--- src/rtl/fetch_unit_pkg.sv ---
// Shared constants and helpers for the fetch unit: instruction width, PC step,
// fetch-buffer entry layout and saturating counter increment.
package fetch_unit_pkg;

  localparam int INSTR_W = 32;
  localparam int PC_INC  = 4;

  // Buffer entry layout, LSB first: instr, pred_target, pred_taken, pc
  function automatic int entry_w(input int addr_w);
    return (2 * addr_w) + 1 + INSTR_W;
  endfunction

  function automatic int off_target();
    return INSTR_W;
  endfunction

  function automatic int off_taken(input int addr_w);
    return INSTR_W + addr_w;
  endfunction

  function automatic int off_pc(input int addr_w);
    return INSTR_W + addr_w + 1;
  endfunction

  function automatic logic [31:0] sat_inc(input logic [31:0] v);
    return (v == 32'hFFFF_FFFF) ? v : (v + 32'd1);
  endfunction

endpackage

--- src/rtl/fetch_unit_if.sv ---
// Bus bundle of the fetch unit: instruction memory, branch predictor,
// execute redirect and decode handshake. master = fetch unit side.
interface fetch_unit_if
  import fetch_unit_pkg::*;
#(
  parameter int ADDR_W = 32
);
  logic               imem_req;
  logic [ADDR_W-1:0]  imem_addr;
  logic [INSTR_W-1:0] imem_rdata;
  logic [ADDR_W-1:0]  pred_pc;
  logic               pred_taken;
  logic [ADDR_W-1:0]  pred_target;
  logic               redirect_valid;
  logic [ADDR_W-1:0]  redirect_pc;
  logic               dec_valid;
  logic               dec_ready;
  logic [ADDR_W-1:0]  dec_pc;
  logic [INSTR_W-1:0] dec_instr;
  logic               dec_pred_taken;
  logic [ADDR_W-1:0]  dec_pred_target;

  modport master (
    output imem_req, imem_addr, pred_pc, dec_valid, dec_pc, dec_instr,
           dec_pred_taken, dec_pred_target,
    input  imem_rdata, pred_taken, pred_target, redirect_valid, redirect_pc,
           dec_ready
  );

  modport slave (
    input  imem_req, imem_addr, pred_pc, dec_valid, dec_pc, dec_instr,
           dec_pred_taken, dec_pred_target,
    output imem_rdata, pred_taken, pred_target, redirect_valid, redirect_pc,
           dec_ready
  );
endinterface

--- src/rtl/fetch_unit_fifo.sv ---
// fetch_fifo: DEPTH-entry synchronous FIFO (DEPTH a power of 2) holding
// tag+instruction entries; flush takes priority over push and pop.
module fetch_fifo #(
  parameter int DEPTH  = 2,
  parameter int DATA_W = 8
) (
  input  logic                    clk,
  input  logic                    rst_n,
  input  logic                    push,
  input  logic                    pop,
  input  logic                    flush,
  input  logic [DATA_W-1:0]       wdata,
  output logic [DATA_W-1:0]       rdata,
  output logic [$clog2(DEPTH):0]  count
);
  localparam int PTR_W = $clog2(DEPTH);

  logic [DATA_W-1:0]  mem_r [DEPTH];
  logic [PTR_W-1:0]   wr_ptr_r;
  logic [PTR_W-1:0]   rd_ptr_r;
  logic [PTR_W:0]     count_r;

  assign rdata = mem_r[rd_ptr_r];
  assign count = count_r;

  // Storage, pointers and occupancy; pointers wrap naturally at DEPTH
  always_ff @(posedge clk or negedge rst_n) begin
    if (!rst_n) begin
      for (int i = 0; i < DEPTH; i++) begin
        mem_r[i] <= '0;
      end
      wr_ptr_r <= '0;
      rd_ptr_r <= '0;
      count_r  <= '0;
    end else if (flush) begin
      wr_ptr_r <= '0;
      rd_ptr_r <= '0;
      count_r  <= '0;
    end else begin
      if (push) begin
        mem_r[wr_ptr_r] <= wdata;
        wr_ptr_r        <= wr_ptr_r + {{(PTR_W-1){1'b0}}, 1'b1};
      end
      if (pop) begin
        rd_ptr_r <= rd_ptr_r + {{(PTR_W-1){1'b0}}, 1'b1};
      end
      case ({push, pop})
        2'b10:   count_r <= count_r + {{PTR_W{1'b0}}, 1'b1};
        2'b01:   count_r <= count_r - {{PTR_W{1'b0}}, 1'b1};
        default: count_r <= count_r;
      endcase
    end
  end

endmodule

--- src/rtl/fetch_unit.sv ---
// fetch_unit: fetch PC, issue/epoch tracking and decode hand-off via fetch_fifo.
// Optional perf counters enabled by `FETCH_PERF_CNT_EN.
module fetch_unit
  import fetch_unit_pkg::*;
#(
  parameter int                ADDR_W    = 32,
  parameter logic [ADDR_W-1:0] RESET_PC  = {ADDR_W{1'b0}},
  parameter int                BUF_DEPTH = 2
) (
  input  logic          sysclk,
  input  logic          nrst,
  fetch_unit_if.master  bus
`ifdef FETCH_PERF_CNT_EN
  ,
  output logic [31:0]   perf_redirects,
  output logic [31:0]   perf_stall_cycles
`endif
);
  localparam int CNT_W   = $clog2(BUF_DEPTH) + 1;
  localparam int ENT_W   = entry_w(ADDR_W);
  localparam int OFF_TGT = off_target();
  localparam int OFF_TKN = off_taken(ADDR_W);
  localparam int OFF_PC  = off_pc(ADDR_W);
  localparam logic [CNT_W:0]  DEPTH_V = (CNT_W+1)'(BUF_DEPTH);
  localparam logic [ADDR_W-1:0] INC_V = ADDR_W'(PC_INC);

  logic [ADDR_W-1:0] fetch_pc_r;
  logic              inflight_r;
  logic [ADDR_W-1:0] infl_pc_r;
  logic              infl_taken_r;
  logic [ADDR_W-1:0] infl_target_r;
  logic              infl_epoch_r;
  logic              epoch_r;

  logic [CNT_W-1:0]  count_s;
  logic [CNT_W:0]    occ_s;
  logic              dec_valid_s;
  logic              pop_s;
  logic              issue_s;
  logic              push_s;
  logic [ENT_W-1:0]  wdata_s;
  logic [ENT_W-1:0]  rdata_s;

  // Issue only when the slot for the response is guaranteed free after this cycle's pop
  always_comb begin
    dec_valid_s = (count_s != '0) && !bus.redirect_valid;
    pop_s       = dec_valid_s && bus.dec_ready;
    occ_s       = {1'b0, count_s} + {{CNT_W{1'b0}}, inflight_r}
                - {{CNT_W{1'b0}}, pop_s};
    issue_s     = nrst && !bus.redirect_valid && (occ_s < DEPTH_V);
    push_s      = inflight_r && (infl_epoch_r == epoch_r);
    wdata_s     = {infl_pc_r, infl_taken_r, infl_target_r, bus.imem_rdata};
  end

  assign bus.imem_req        = issue_s;
  assign bus.imem_addr       = fetch_pc_r;
  assign bus.pred_pc         = fetch_pc_r;
  assign bus.dec_valid       = dec_valid_s;
  assign bus.dec_instr       = rdata_s[INSTR_W-1:0];
  assign bus.dec_pred_target = rdata_s[OFF_TGT +: ADDR_W];
  assign bus.dec_pred_taken  = rdata_s[OFF_TKN];
  assign bus.dec_pc          = rdata_s[OFF_PC +: ADDR_W];

  // Fetch PC, in-flight tag and epoch; a redirect overrides everything else
  always_ff @(posedge sysclk or negedge nrst) begin
    if (!nrst) begin
      fetch_pc_r    <= RESET_PC;
      inflight_r    <= 1'b0;
      infl_pc_r     <= '0;
      infl_taken_r  <= 1'b0;
      infl_target_r <= '0;
      infl_epoch_r  <= 1'b0;
      epoch_r       <= 1'b0;
    end else if (bus.redirect_valid) begin
      fetch_pc_r <= {bus.redirect_pc[ADDR_W-1:2], 2'b00};
      epoch_r    <= ~epoch_r;
      inflight_r <= 1'b0;
    end else begin
      inflight_r <= issue_s;
      if (issue_s) begin
        fetch_pc_r    <= bus.pred_taken ? bus.pred_target : (fetch_pc_r + INC_V);
        infl_pc_r     <= fetch_pc_r;
        infl_taken_r  <= bus.pred_taken;
        infl_target_r <= bus.pred_target;
        infl_epoch_r  <= epoch_r;
      end
    end
  end

  fetch_fifo #(
    .DEPTH  (BUF_DEPTH),
    .DATA_W (ENT_W)
  ) u_fifo (
    .clk   (sysclk),
    .rst_n (nrst),
    .push  (push_s),
    .pop   (pop_s),
    .flush (bus.redirect_valid),
    .wdata (wdata_s),
    .rdata (rdata_s),
    .count (count_s)
  );

`ifdef FETCH_PERF_CNT_EN
  logic [31:0] perf_redirects_r;
  logic [31:0] perf_stall_r;

  assign perf_redirects    = perf_redirects_r;
  assign perf_stall_cycles = perf_stall_r;

  // Saturating event counters for redirects and decode back-pressure
  always_ff @(posedge sysclk or negedge nrst) begin
    if (!nrst) begin
      perf_redirects_r <= 32'd0;
      perf_stall_r     <= 32'd0;
    end else begin
      if (bus.redirect_valid) begin
        perf_redirects_r <= sat_inc(perf_redirects_r);
      end
      if (dec_valid_s && !bus.dec_ready) begin
        perf_stall_r <= sat_inc(perf_stall_r);
      end
    end
  end
`endif

endmodule
--- src/flat_wrapper.sv ---
// flat-port wrapper written by rule: the top's interface ports become plain ports
module fetch_unit_flat import fetch_unit_pkg::*;
#(
  parameter int                ADDR_W    = 32,
  parameter logic [ADDR_W-1:0] RESET_PC  = {ADDR_W{1'b0}},
  parameter int                BUF_DEPTH = 2
)
  (sysclk, nrst, bus_imem_req, bus_imem_addr, bus_pred_pc, bus_dec_valid, bus_dec_pc, bus_dec_instr, bus_dec_pred_taken, bus_dec_pred_target, bus_imem_rdata, bus_pred_taken, bus_pred_target, bus_redirect_valid, bus_redirect_pc, bus_dec_ready);
  fetch_unit_if #(.ADDR_W(ADDR_W)) bus_i ();
  input  logic sysclk;
  input  logic nrst;
  output wire logic [$bits(bus_i.imem_req)-1:0] bus_imem_req;
  output wire logic [$bits(bus_i.imem_addr)-1:0] bus_imem_addr;
  output wire logic [$bits(bus_i.pred_pc)-1:0] bus_pred_pc;
  output wire logic [$bits(bus_i.dec_valid)-1:0] bus_dec_valid;
  output wire logic [$bits(bus_i.dec_pc)-1:0] bus_dec_pc;
  output wire logic [$bits(bus_i.dec_instr)-1:0] bus_dec_instr;
  output wire logic [$bits(bus_i.dec_pred_taken)-1:0] bus_dec_pred_taken;
  output wire logic [$bits(bus_i.dec_pred_target)-1:0] bus_dec_pred_target;
  input wire logic [$bits(bus_i.imem_rdata)-1:0] bus_imem_rdata;
  input wire logic [$bits(bus_i.pred_taken)-1:0] bus_pred_taken;
  input wire logic [$bits(bus_i.pred_target)-1:0] bus_pred_target;
  input wire logic [$bits(bus_i.redirect_valid)-1:0] bus_redirect_valid;
  input wire logic [$bits(bus_i.redirect_pc)-1:0] bus_redirect_pc;
  input wire logic [$bits(bus_i.dec_ready)-1:0] bus_dec_ready;
  assign bus_imem_req = bus_i.imem_req;
  assign bus_imem_addr = bus_i.imem_addr;
  assign bus_pred_pc = bus_i.pred_pc;
  assign bus_dec_valid = bus_i.dec_valid;
  assign bus_dec_pc = bus_i.dec_pc;
  assign bus_dec_instr = bus_i.dec_instr;
  assign bus_dec_pred_taken = bus_i.dec_pred_taken;
  assign bus_dec_pred_target = bus_i.dec_pred_target;
  assign bus_i.imem_rdata = bus_imem_rdata;
  assign bus_i.pred_taken = bus_pred_taken;
  assign bus_i.pred_target = bus_pred_target;
  assign bus_i.redirect_valid = bus_redirect_valid;
  assign bus_i.redirect_pc = bus_redirect_pc;
  assign bus_i.dec_ready = bus_dec_ready;
  fetch_unit #(.ADDR_W(ADDR_W), .RESET_PC(RESET_PC), .BUF_DEPTH(BUF_DEPTH)) u_core (.sysclk(sysclk), .nrst(nrst), .bus(bus_i));
endmodule
--- config.mk ---
export PLATFORM = sky130hd
export DESIGN_NAME = fetch_unit_flat
export DESIGN_NICKNAME = d
export VERILOG_FILES = /design/src/rtl/fetch_unit_pkg.sv /design/src/rtl/fetch_unit_if.sv /design/src/rtl/fetch_unit_fifo.sv /design/src/rtl/fetch_unit.sv /design/src/flat_wrapper.sv
export SDC_FILE = /design/constraint.sdc
export NUM_CORES = 1
export LEC_CHECK = 0
export ABC_AREA = 1
export CORE_UTILIZATION = 48
export DETAILED_ROUTE_END_ITERATION = 16
export GPL_ROUTABILITY_DRIVEN = 0
export GPL_TIMING_DRIVEN = 1
export MAX_ROUTING_LAYER = met4
export PLACE_DENSITY_LB_ADDON = 0.05
export SLEW_MARGIN = 5
export SYNTH_ARGS = -nofsm -noshare
export SYNTH_HDL_FRONTEND = slang
export SYNTH_SLANG_ARGS = --single-unit
--- constraint.sdc ---
create_clock -name sysclk -period 3.3 [get_ports sysclk]
set_input_delay 0.66 -clock sysclk [delete_from_list [all_inputs] [get_ports sysclk]]
set_output_delay 0.66 -clock sysclk [all_outputs]
set_load 0.005 [all_outputs]
Word level (Yosys, flattened, before mapping)
Index checks and enable logic that the tools add are counted.
{"block": "word_totals", "output_inout_bits": 163, "romBits": 0, "n_memories": 0, "ramBits": 0, "input_bits": 101, "latch_bits": 0, "elab_cells": 60, "ff_bits": 298}
{"block": "op_classes", "reduce_logical": 14, "muxes": 16, "n_addsub": 7, "div_mod_pow": 0, "shifts": 0, "n_mul": 0, "n_bitwise": 4, "eq_ne": 3, "magnitude_cmp": 4}
{"op": "two-way mux 97 bit", "count": 4}
{"op": "bitwise mux 194 bit", "count": 1}
{"op": "demux 97 bit (select 1 bit)", "count": 1}
{"op": "two-way mux 32 bit", "count": 3}
{"op": "adder 32 x 3 -> 32 bit, second input constant", "count": 1}
{"op": "nonzero test 2 bit", "count": 4}
{"op": "logical AND 1 bit", "count": 6}
{"op": "two-way mux 1 bit", "count": 5}
{"op": "greater-or-equal comparator 2 bit, second input constant", "count": 2}
{"op": "NOT 1 -> 2 bit", "count": 2}
{"op": "one-hot mux 2 bit (2 select lines)", "count": 1}
{"op": "AND reduction 2 bit", "count": 2}
{"op": "adder 2 x 1 -> 3 bit", "count": 1}
{"op": "< comparator 3 x 2 -> 1 bit, second input constant", "count": 1}
{"op": "nonzero test 3 bit", "count": 1}
{"op": "subtractor 3 x 1 -> 3 bit", "count": 1}
{"op": "adder 1 bit, second input constant", "count": 2}
{"op": "adder 2 x 1 -> 2 bit, second input constant", "count": 1}
{"op": "== test 2 x 1 -> 1 bit, second input constant", "count": 1}
{"op": "== test 2 bit, second input constant", "count": 1}
{"op": "< comparator 2 x 1 -> 1 bit, second input constant", "count": 1}
{"op": "two-way mux 2 bit", "count": 1}
{"op": "NOT 1 bit", "count": 2}
{"op": "subtractor 2 x 1 -> 2 bit, second input constant", "count": 1}
{"op": "other kinds (2)", "count": 2}

Depth between registers and ports, before layout
Gate-level depths: netlist (run 1).
{"block": "depth", "ltp_word": 8, "depth_mapped": 13, "depth_no_buf": 12}

Cells and area by module
Synthesis (run 1) repeated with hierarchy kept, for this count alone.
{"block": "hier_totals", "hier_cells": 1580, "hier_area_um2": 13907.1}
{"mod": "fetch_fifo", "area_each_um2": 8506.9, "seq_area_each_um2": 4954.8, "cells_each": 861, "n_inst": 1}
{"mod": "fetch_unit", "area_each_um2": 5400.2, "seq_area_each_um2": 2502.4, "cells_each": 719, "n_inst": 1}

Least setup slack after synthesis (run 1)
No wires, ideal clock.
{"block": "synth_timing", "kind": "input to output", "from": "input bus_redirect_valid", "to": "output bus_imem_req", "path_stages": 10, "t_required_ns": 2.640, "t_arrival_ns": 2.545, "n_path_buf": 2, "setup_slack_ns": 0.095, "path_cell_list": "buf_2 > nor3_2 > ha_1 > or2_2 > fa_1 > nand2_1 > nor2_1 > nand2_2 > buf_6 > inv_2"}
{"block": "synth_via", "elab_chain_cells": 6, "elab_cells_between_ends": 7, "classes_between": "add/sub: 1; order compare: 1; reduce/logical: 5"}
{"element": "from (decl)", "line": "flat_wrapper.sv:23", "rtl": "input wire logic [$bits(bus_i.redirect_valid)-1:0] bus_redirect_valid;"}
{"element": "zero test 1 bit (*)", "line": "fetch_unit.sv:46, fetch_unit.sv:50"}
{"element": "logical AND 1 bit", "line": "fetch_unit.sv:46", "rtl": "dec_valid_s = (count_s != '0) && !bus.redirect_valid;"}
{"element": "logical AND 1 bit", "line": "fetch_unit.sv:47", "rtl": "pop_s = dec_valid_s && bus.dec_ready;"}
{"element": "subtractor 3 x 1 -> 3 bit", "line": "fetch_unit.sv:49", "rtl": "- {{CNT_W{1'b0}}, pop_s};"}
{"element": "< comparator 3 x 2 -> 1 bit", "line": "fetch_unit.sv:50", "rtl": "issue_s = nrst && !bus.redirect_valid && (occ_s < DEPTH_V);"}
{"element": "logical AND 1 bit (*)", "line": "fetch_unit.sv:50"}
{"element": "to (decl)", "line": "flat_wrapper.sv:12", "rtl": "output wire logic [$bits(bus_i.imem_req)-1:0] bus_imem_req;"}
Every way passes the cells marked *; elsewhere a longest branch is shown, timed or not.

Final worst setup path (run 1)
{"block": "layout_timing", "from": "register u_core.u_fifo.count_r[1] (netlist: u_core.u_fifo.count[1])", "to": "output bus_imem_req"}
{"block": "layout_via", "elab_chain_cells": 6, "elab_cells_between_ends": 7, "classes_between": "add/sub: 2; order compare: 1; reduce/logical: 4"}
{"element": "from (decl)", "line": "fetch_unit_fifo.sv:21", "rtl": "logic [PTR_W:0] count_r;"}
{"element": "from (signal assigned)", "line": "fetch_unit_fifo.sv:48", "rtl": "2'b10: count_r <= count_r + {{PTR_W{1'b0}}, 1'b1};"}
{"element": "from (signal assigned)", "line": "fetch_unit_fifo.sv:49", "rtl": "2'b01: count_r <= count_r - {{PTR_W{1'b0}}, 1'b1};"}
{"element": "from (signal assigned)", "line": "fetch_unit_fifo.sv:50", "rtl": "default: count_r <= count_r;"}
{"element": "branches (longest 3 deep; another with adder 2 x 1 -> 3 bit)"}
{"element": "subtractor 3 x 1 -> 3 bit (*)", "line": "fetch_unit.sv:49"}
{"element": "< comparator 3 x 2 -> 1 bit (*)", "line": "fetch_unit.sv:50"}
{"element": "logical AND 1 bit (*)", "line": "fetch_unit.sv:50"}
Every way passes the cells marked *.

==> results.tsv, run 1 <==
metric	value	unit
gr ovfl total	0	
Syn Area/Cell	9.05	sq um
Non-Filler Instances	2194	
Rel. slew slack	28.6	%
critical path arrival	2.62	ns
pins over their slew limit	0	
Final TNS setup	0	ns
P&R area growth vs syn	26.6	%
Clock Root Buffer	clkbuf_16	
Post-Syn Area	14300	sq um
layout cell share with drive strength beyond 1	14.7	%
Post-Syn Nets	1680	
reg-to-reg startpoint	u_core.u_fifo.count[1]	
IO Pins	264	
Wirelength per Cell	16.0	um
nets	1888	
Post-Layout Inst Area	18100	sq um
core area	28900	sq um
top-area cell type share of the netlist area	52.3	%
top post-synthesis cells by area	dfrtp_1 (52%), nand2_1 (11%), mux2_2 (7.7%)	
Fin. Hold Viols	0	
CP endpoint kind	output pin	
critical path type	reg -> out	
vias in the first global route	10800	
Setup WS pre-CTS	-0.742	ns
area of the die	30400	sq um
ANT nets after route	0	
Via-to-Cell Ratio	4.96	
Via Count	10900	
post-layout util	62.4	%
ys async rst share	100	%
chip width	174	um
total CTS buffers	31	
Post-route DRC	0	
Placed Cells	2133	
Starting DRT DRC Count	796	
CTS tree	done	
DP HPWL	23.9	mm
Initial Utilization	49.3	%
min-delay worst type	in -> async	
largest net degree at the start of global routing	142	
Clock Path Buffers	3	
post-route total power	15.8	mW
setup ws final	0.0189	ns
row cnt	62	
cell taking the most area after synthesis	dfrtp_1	
Least-Margin Pin Slew	1.07	ns
crit start category	flip-flop	
Yosys cell types	33	
Critical Path RT	2.64	ns
max-cap violations	0	
clock sinks	298	
first-pass GRT wire length	56.9	mm
CP Launch Point	u_core.u_fifo.count[1]	
most instantiated cells after synthesis	nand2_1 (422), dfrtp_1 (298), inv_1 (192)	
maximum vdd drop	478	uV
synth warn	0	
Clock Latency Late Sink	0.54	ns
Placed Area	16900	sq um
Final setup violation count	0	
RSZ-0062 raised after global routing	yes	
PD cells	875	nW/um^2
worst-case hold slack	0.260	ns
TritonRoute pass-1 iters	5	
GRT Total Usage	24.2	%
sequential fraction of the synthesis area	52.3	%
status	finished, final reports clean	
period utilization	99.4	%
number of synthesized flops with an enable pin	0	
clk_skew	0.00714	ns
most frequent cell after synthesis	nand2_1	
Syn Inst Count	1576	
critical-path maximum fanout	2	
Pleak	8.44	nW
Max Fclk	305	MHz
Synth Flop Type	dfrtp_1	
I/O Buffers	261	
H-tree Lvls	1	
drt total wl	35.2	mm
die height	174	um
initial antenna violation count	1	
Seq cells post-synth	298	
minimum clock period	3.28	ns
clk slew on worst S/H paths	0.06	ns
==> cells in the final DEF, fill, tap and decap left out, drive strengths merged, types with 6 or more instances in the layout <==
master,count
mux2,97
nor2,42
nand2,428
nand3,55
dfrtp,298
inv,196
o211ai,6
clkdlybuf4s50,257
buf,28
o21ai,292
clkinv,11
clkbuf,39
a21oi,26
bufinv,6
xor2,7
==> cell families after synthesis <==
| kind of cell | synth area share (%) |
|---|---|
| and+or+nand+nor | 15.2 |
| muxes | 7.66 |
| xor gates and xnor gates | 0.553 |
| DFF | 52.3 |
| buffers and inverters | 10.8 |
| adders and majority gates | 0.316 |
| AOI/OAI and AO/OA | 13.2 |
==> report_power, final <==
part / internal, mW / total (mW) / leakage, nW / switching, mW
registers: 5.09 / 6.10 / 3.90 / 1.01
clock network: 2.30 / 3.73 / 0.546 / 1.43
logic: 3.31 / 5.98 / 4.00 / 2.67
total: 10.7 / 15.8 / 8.44 / 5.11
==> layout make-up <==
type / instances / area (sq um)
Antenna cell: 2 / 5.00
Clock buffer: 39 / 856
Clock inverter: 18 / 249
Fill cell: 2502 / 10900
Inverter: 197 / 739
Multi-Input combinational cell: 967 / 5310
Sequential cell: 298 / 7460
Tap cell: 384 / 480
Timing Repair Buffer: 289 / 2960
==> final timing paths <==
path / depth (start not counted) / slack (ns) / endpoint
min in group sysclk: 2 / 0.48 / u_core.u_fifo.mem_r[160]
max: 10 / 0.02 / bus_imem_req
min reg2reg: 2 / 0.48 / u_core.u_fifo.mem_r[160]
min: 2 / 0.26 / u_core.u_fifo.mem_r[8]
max in group asynchronous: 3 / 1.70 / u_core.u_fifo.mem_r[143]
max reg2reg: 13 / 0.35 / u_core.bus.imem_addr[14]
==> per-layer routing <==
layer,part of all wire [%],GRT usage (%),vias up
met5,0,-,-
met1,45,32.3,5087
met3,5.2,3.02,49
li1,-,-,5424
met2,48,39.0,312
met4,2.2,6.54,0
==> critical path, cell delays in order, from the launching register on <==
cell     delay, ns
dfrtp_1       0.41
nor2_4        0.07
nor3_4        0.19
ha_4          0.24
or2_4         0.23
fa_1          0.50
nand2_1       0.06
nor2_2        0.14
nand2_4       0.08
inv_2         0.07
buf_6         0.10
==> flip-flops by register name (all words and copies together), names as in the netlist <==
name,flops
u_core.u_fifo.mem_r,194
u_core.infl_target_r,32
u_core.u_fifo.wr_ptr_r,1
u_core.infl_taken_r,1
u_core.bus.imem_addr,32
u_core.u_fifo.count,2
u_core.u_fifo.rd_ptr_r,1
u_core.epoch_r,1
u_core.infl_pc_r,32
u_core.infl_epoch_r,1
u_core.inflight_r,1
==> timing repair <==
item | in CTS | in global routing
endpoints found under the setup margin | 1 | 1
pin swaps | 6 | 7
resized for setup | 13 | 2
hold endpoints to repair | 20 | 0
hold buffers | 2 | 0
setup buffers | 1 | 0
(Power assumes the default switching activity.)
==> run 2: changes to the inputs <==
--- a/config.mk
+++ b/config.mk
@@ -6,6 +6,7 @@
 export NUM_CORES = 1
 export LEC_CHECK = 0
 export ABC_AREA = 1
+export CAP_MARGIN = 20
 export CORE_UTILIZATION = 48
 export DETAILED_ROUTE_END_ITERATION = 16
 export GPL_ROUTABILITY_DRIVEN = 0
==> results.tsv, run 2 (same netlist as run 1, synthesis figures left out) <==
metric	value	unit
initial antenna violation count	1	
Least-Margin Pin Slew	0.954	ns
total CTS buffers	31	
P&R area growth vs syn	26.7	%
first-pass GRT wire length	56.9	mm
Placed Area	16900	sq um
Wirelength per Cell	16.0	um
CTS tree	done	
min-delay worst type	in -> async	
gr ovfl total	0	
CP endpoint kind	output pin	
max-cap violations	0	
clk_skew	0.00842	ns
ANT nets after route	0	
critical-path maximum fanout	2	
drt total wl	35.2	mm
max reg flops	194	
PD cells	875	nW/um^2
status	finished, final reports clean	
period utilization	99.5	%
largest reg by FF count	u_core.u_fifo.mem_r	
Via Count	10900	
Critical Path RT	2.64	ns
Fin. Hold Viols	0	
critical path arrival	2.62	ns
critical path type	reg -> out	
GRT Total Usage	24.2	%
area of the die	30400	sq um
Clock Latency Late Sink	0.55	ns
CP Launch Point	u_core.u_fifo.count[1]	
Post-route DRC	0	
Rel. slew slack	36.2	%
clk slew on worst S/H paths	0.06	ns
Max Fclk	305	MHz
reg-to-reg startpoint	u_core.u_fifo.count[1]	
largest net degree at the start of global routing	142	
RSZ-0062 raised after global routing	yes	
maximum vdd drop	477	uV
pins over their slew limit	0	
H-tree Lvls	1	
core area	28900	sq um
minimum clock period	3.28	ns
chip width	174	um
post-layout util	62.4	%
crit start category	flip-flop	
Initial Utilization	49.3	%
I/O Buffers	261	
Starting DRT DRC Count	887	
vias in the first global route	10800	
Final setup violation count	0	
TritonRoute pass-1 iters	5	
Via-to-Cell Ratio	4.98	
Clock Root Buffer	clkbuf_16	
nets	1889	
Pleak	8.45	nW
layout cell share with drive strength beyond 1	14.8	%
most common cell after layout, fill and taps aside	nand2_1	
most frequent cells in the layout	nand2_1 (422), dfrtp_1 (297), clkdlybuf4s50_1 (257), inv_1 (192), o21ai_1 (173)	
Post-Layout Inst Area	18100	sq um
die height	174	um
IO Pins	264	
clock sinks	298	
Clock Path Buffers	3	
DP HPWL	23.9	mm
row cnt	62	
==> run 2: cell count changes in the layout (fill, tap and decap cells not counted), sizes merged <==
cell / previous run / this run
buf: 28 / 29
==> run 2: repair_timing <==
item	CTS	global route
pin swaps	6	7
buffers inserted	1	0
hold buffers	2	0
hold endpoints to repair	20	0
endpoints found under the setup margin	1	1
gates resized for setup	13	2
==> run 2: path summary, 6_finish.rpt <==
check / to / slack [ns] / depth (start not counted)
setup / recovery: bus_imem_req / 0.02 / 10
hold / removal: u_core.u_fifo.mem_r[8] / 0.25 / 2
setup reg to reg: u_core.bus.imem_addr[14] / 0.35 / 13
hold reg to reg: u_core.u_fifo.mem_r[160] / 0.48 / 2
max in group asynchronous: u_core.u_fifo.mem_r[142] / 1.70 / 3
min in group sysclk: u_core.u_fifo.mem_r[160] / 0.48 / 2
==> run 2: final cells by class <==
cell class | instances | area (sq um)
fill | 2502 | 10900
sequential | 298 | 7460
multi-input combinational | 967 | 5310
timing repair buffer | 290 | 2970
clock buffer | 39 | 856
inverter | 197 | 739
tap | 384 | 480
clock inverter | 18 | 249
antenna | 2 | 5.00
==> run 2: report_power, final <==
group | leakage (nW) | total (mW) | internal [mW] | switching [mW]
Clock | 0.546 | 3.73 | 2.30 | 1.43
Sequential | 3.90 | 6.10 | 5.09 | 1.01
Combinational | 4.00 | 5.98 | 3.31 | 2.67
Total | 8.45 | 15.8 | 10.7 | 5.12
==> run 2: stage by stage <==
step	std cells	setup slack, ns	setup TNS (ns)	total power [mW]	hold WS [ns]
CTS	2193	-0.128	-0.128	16.0	0.279
global route	2194	-0.0964	-0.0964	16.9	0.308
floorplan	1576	0.0951	0	9.35	0.364
finish	2195	0.0176	0	15.8	0.252
global placement	2133	-0.748	-27.06	12.0	0.460
detailed placement	2133	-0.742	-27.95	12.1	0.465
==> run 2: critical path: stages (launching register included) <==
cell and delay (ns):
dfrtp_1 0.41, nor2_4 0.07, nor3_4 0.19, ha_4 0.24, or2_4 0.23, fa_1 0.50
nand2_1 0.06, nor2_2 0.14, nand2_4 0.08, inv_2 0.07, buf_6 0.10
==> run 2: layer usage <==
metal	part of all wire [%]	global-route usage, %
met4	2.2	6.54
met2	48	39.0
met3	5.1	3.02
met5	0	-
met1	45	32.3
==> run 3: changes to the inputs <==
--- a/config.mk
+++ b/config.mk
@@ -12,7 +12,7 @@
 export GPL_ROUTABILITY_DRIVEN = 0
 export GPL_TIMING_DRIVEN = 1
 export MAX_ROUTING_LAYER = met4
-export PLACE_DENSITY_LB_ADDON = 0.05
+export PLACE_DENSITY = 0.83
 export SLEW_MARGIN = 5
 export SYNTH_ARGS = -nofsm -noshare
 export SYNTH_HDL_FRONTEND = slang
==> results.tsv, run 3 (same netlist as run 1, synthesis figures left out) <==
metric	value	unit
status	finished, final reports clean	
ANT nets after route	0	
Clock Path Buffers	3	
CTS tree	done	
nets	1893	
first-pass GRT wire length	58.9	mm
Via Count	11400	
layout cell share with drive strength beyond 1	14.8	%
period utilization	97.6	%
critical path arrival	2.56	ns
gr ovfl total	0	
Rel. slew slack	44.8	%
Fin. Hold Viols	0	
I/O Buffers	261	
reg-to-reg startpoint	u_core.u_fifo.count[1]	
pins over their slew limit	0	
PD cells	881	nW/um^2
Reg power frac	38.3	%
CP max stage delay	0.50	ns
CP endpoint	bus_imem_req	
Clk pwr share	23.4	%
Slowest-stage cell, CP	fa_1	
minimum clock period	3.22	ns
clk_skew	0.0102	ns
min-delay worst type	reg -> reg	
Net Sw Power	5.24	mW
clock sinks	298	
max reg flops	194	
Critical Path RT	2.64	ns
Buf/Inv on CP	3	
Post-route DRC	0	
largest net degree at the start of global routing	106	
critical path type	in -> out	
largest reg by FF count	u_core.u_fifo.mem_r	
clk slew on worst S/H paths	0.06	ns
Filler Cells Inserted	2346	
CP endpoint kind	output pin	
Via-to-Cell Ratio	5.21	
R2R Path End	u_core.bus.imem_addr[10]	
Worst path top cell family by delay	simple AND/OR/NAND/NOR gates	
Logic pwr share	38.2	%
Least-Margin Pin Slew	0.828	ns
WP depth	10	
die height	174	um
total CTS buffers	34	
area of the die	30400	sq um
crit start category	input pin	
cell count of the worst reg-to-reg path	13	
drt total wl	36.7	mm
Pleak	8.47	nW
most frequent cells in the layout	nand2_1 (422), dfrtp_1 (297), clkdlybuf4s50_1 (257), inv_1 (191), o21ai_1 (173)	
CP Launch Point	bus_redirect_valid	
initial antenna violation count	2	
r2r setup slk	0.29	ns
Max Fclk	311	MHz
CP cell instances	dlygate4sd2_1 > nor3_4 > ha_4 > or2_4 > fa_1 > nand2_1 > nor2_2 > nand2_4 > inv_2 > buf_6	
TritonRoute pass-1 iters	5	
Int Pwr	10.7	mW
row cnt	62	
chip width	174	um
Wirelength per Cell	16.7	um
vias in the first global route	11400	
H-tree Lvls	2	
Starting DRT DRC Count	788	
Clock Root Buffer	clkbuf_16	
Final TNS setup	0	ns
GRT Total Usage	25.1	%
maximum vdd drop	407	uV
Initial Utilization	49.3	%
max-cap violations	0	
Sw Ratio	32.8	%
IO Pins	264	
Clock Latency Late Sink	0.51	ns
critical-path maximum fanout	2	
P&R area growth vs syn	27.1	%
most common cell after layout, fill and taps aside	nand2_1	
DP HPWL	25.4	mm
worst-case hold slack	0.477	ns
core area	28900	sq um
Final setup violation count	0	
run 3: cell count changes in the layout (fill, tap and decap cells not counted), sizes merged:
cell / change
clkbuf: +9
buf: +2
bufinv: -4
clkinv: -4
dlygate4sd3: -1
clkinvlp: -2
run 3: worst min-delay path by stage:
stage / from / endpoint / slack, ns / cells after the start
6_report: u_core.u_fifo.mem_r[178] / u_core.u_fifo.mem_r[178] / 0.48 / 2
5_1_grt: u_core.u_fifo.mem_r[121] / u_core.u_fifo.mem_r[121] / 0.50 / 2
4_1_cts: u_core.u_fifo.mem_r[160] / u_core.u_fifo.mem_r[160] / 0.48 / 2
3_5_place_dp: nrst / u_core.u_fifo.wr_ptr_r / 0.46 / 1
3_3_place_gp: nrst / u_core.u_fifo.wr_ptr_r / 0.46 / 1
2_1_floorplan: nrst / u_core.bus.imem_addr[0] / 0.36 / 0
run 3: what timing repair did:
action / in CTS / in global routing
resized for setup: 12 / 3
setup buffers: 2 / 1
hold buffers: 1 / 0
endpoints found under the setup margin: 1 / 1
endpoints found under the hold margin: 4 / 0
pin swaps: 6 / 3
run 3: power by group through the flow:
| stage | sequential, mW | clock (mW) | combinational (mW) |
|---|---|---|---|
| floorplan | 5.79 | 0 | 3.57 |
| global placement | 6.05 | 0 | 5.90 |
| detailed placement | 6.14 | 0 | 6.06 |
| CTS | 6.10 | 3.81 | 6.16 |
| global route | 6.30 | 3.97 | 6.73 |
| finish | 6.12 | 3.74 | 6.10 |
run 3: per-stage QoR:
stage | instance area (sq um) | instances | total power, mW | util (%) | worst slack [ns]
global route | 18100 | 2195 | 17.0 | 62.6 | -0.00455
floorplan | 14300 | 1576 | 9.35 | - | 0.0951
finish | 18100 | 2195 | 16.0 | 62.6 | 0.0804
CTS | 18000 | 2191 | 16.1 | 62.4 | 0.00175
global placement | 16900 | 2132 | 12.0 | 58.3 | -0.744
detailed placement | 16900 | 2132 | 12.2 | 58.3 | -0.725
run 3: worst reg2reg max path: cells and delay by family, from the launching register on:
family / cells / cell delay (ns)
compound gates: 2 / 0.29
xor+xnor: 1 / 0.16
fa+ha+maj: 2 / 0.67
buf+inv: 3 / 0.73
flops: 1 / 0.39
simple gates: 5 / 0.65
run 3: cell type report:
| type | instances | area [sq um] | area share [%] |
|---|---|---|---|
| Multi-Input combinational cell | 967 | 5310 | 29.3 |
| Antenna cell | 2 | 5.00 | 0.0276 |
| Clock inverter | 8 | 90.1 | 0.497 |
| Timing Repair Buffer | 291 | 3010 | 16.6 |
| Tap cell | 384 | 480 | 2.65 |
| Sequential cell | 298 | 7460 | 41.2 |
| Clock buffer | 48 | 1030 | 5.67 |
| Inverter | 197 | 739 | 4.08 |
run 3: per-layer routing:
| layer | global-route usage [%] | up-vias | wire, um |
|---|---|---|---|
| met5 | - | - | 0 |
| li1 | - | 5443 | - |
| met1 | 31.0 | 5476 | 14900 |
| met3 | 4.07 | 74 | 2490 |
| met2 | 41.7 | 443 | 18300 |
| met4 | 8.99 | 0 | 1070 |
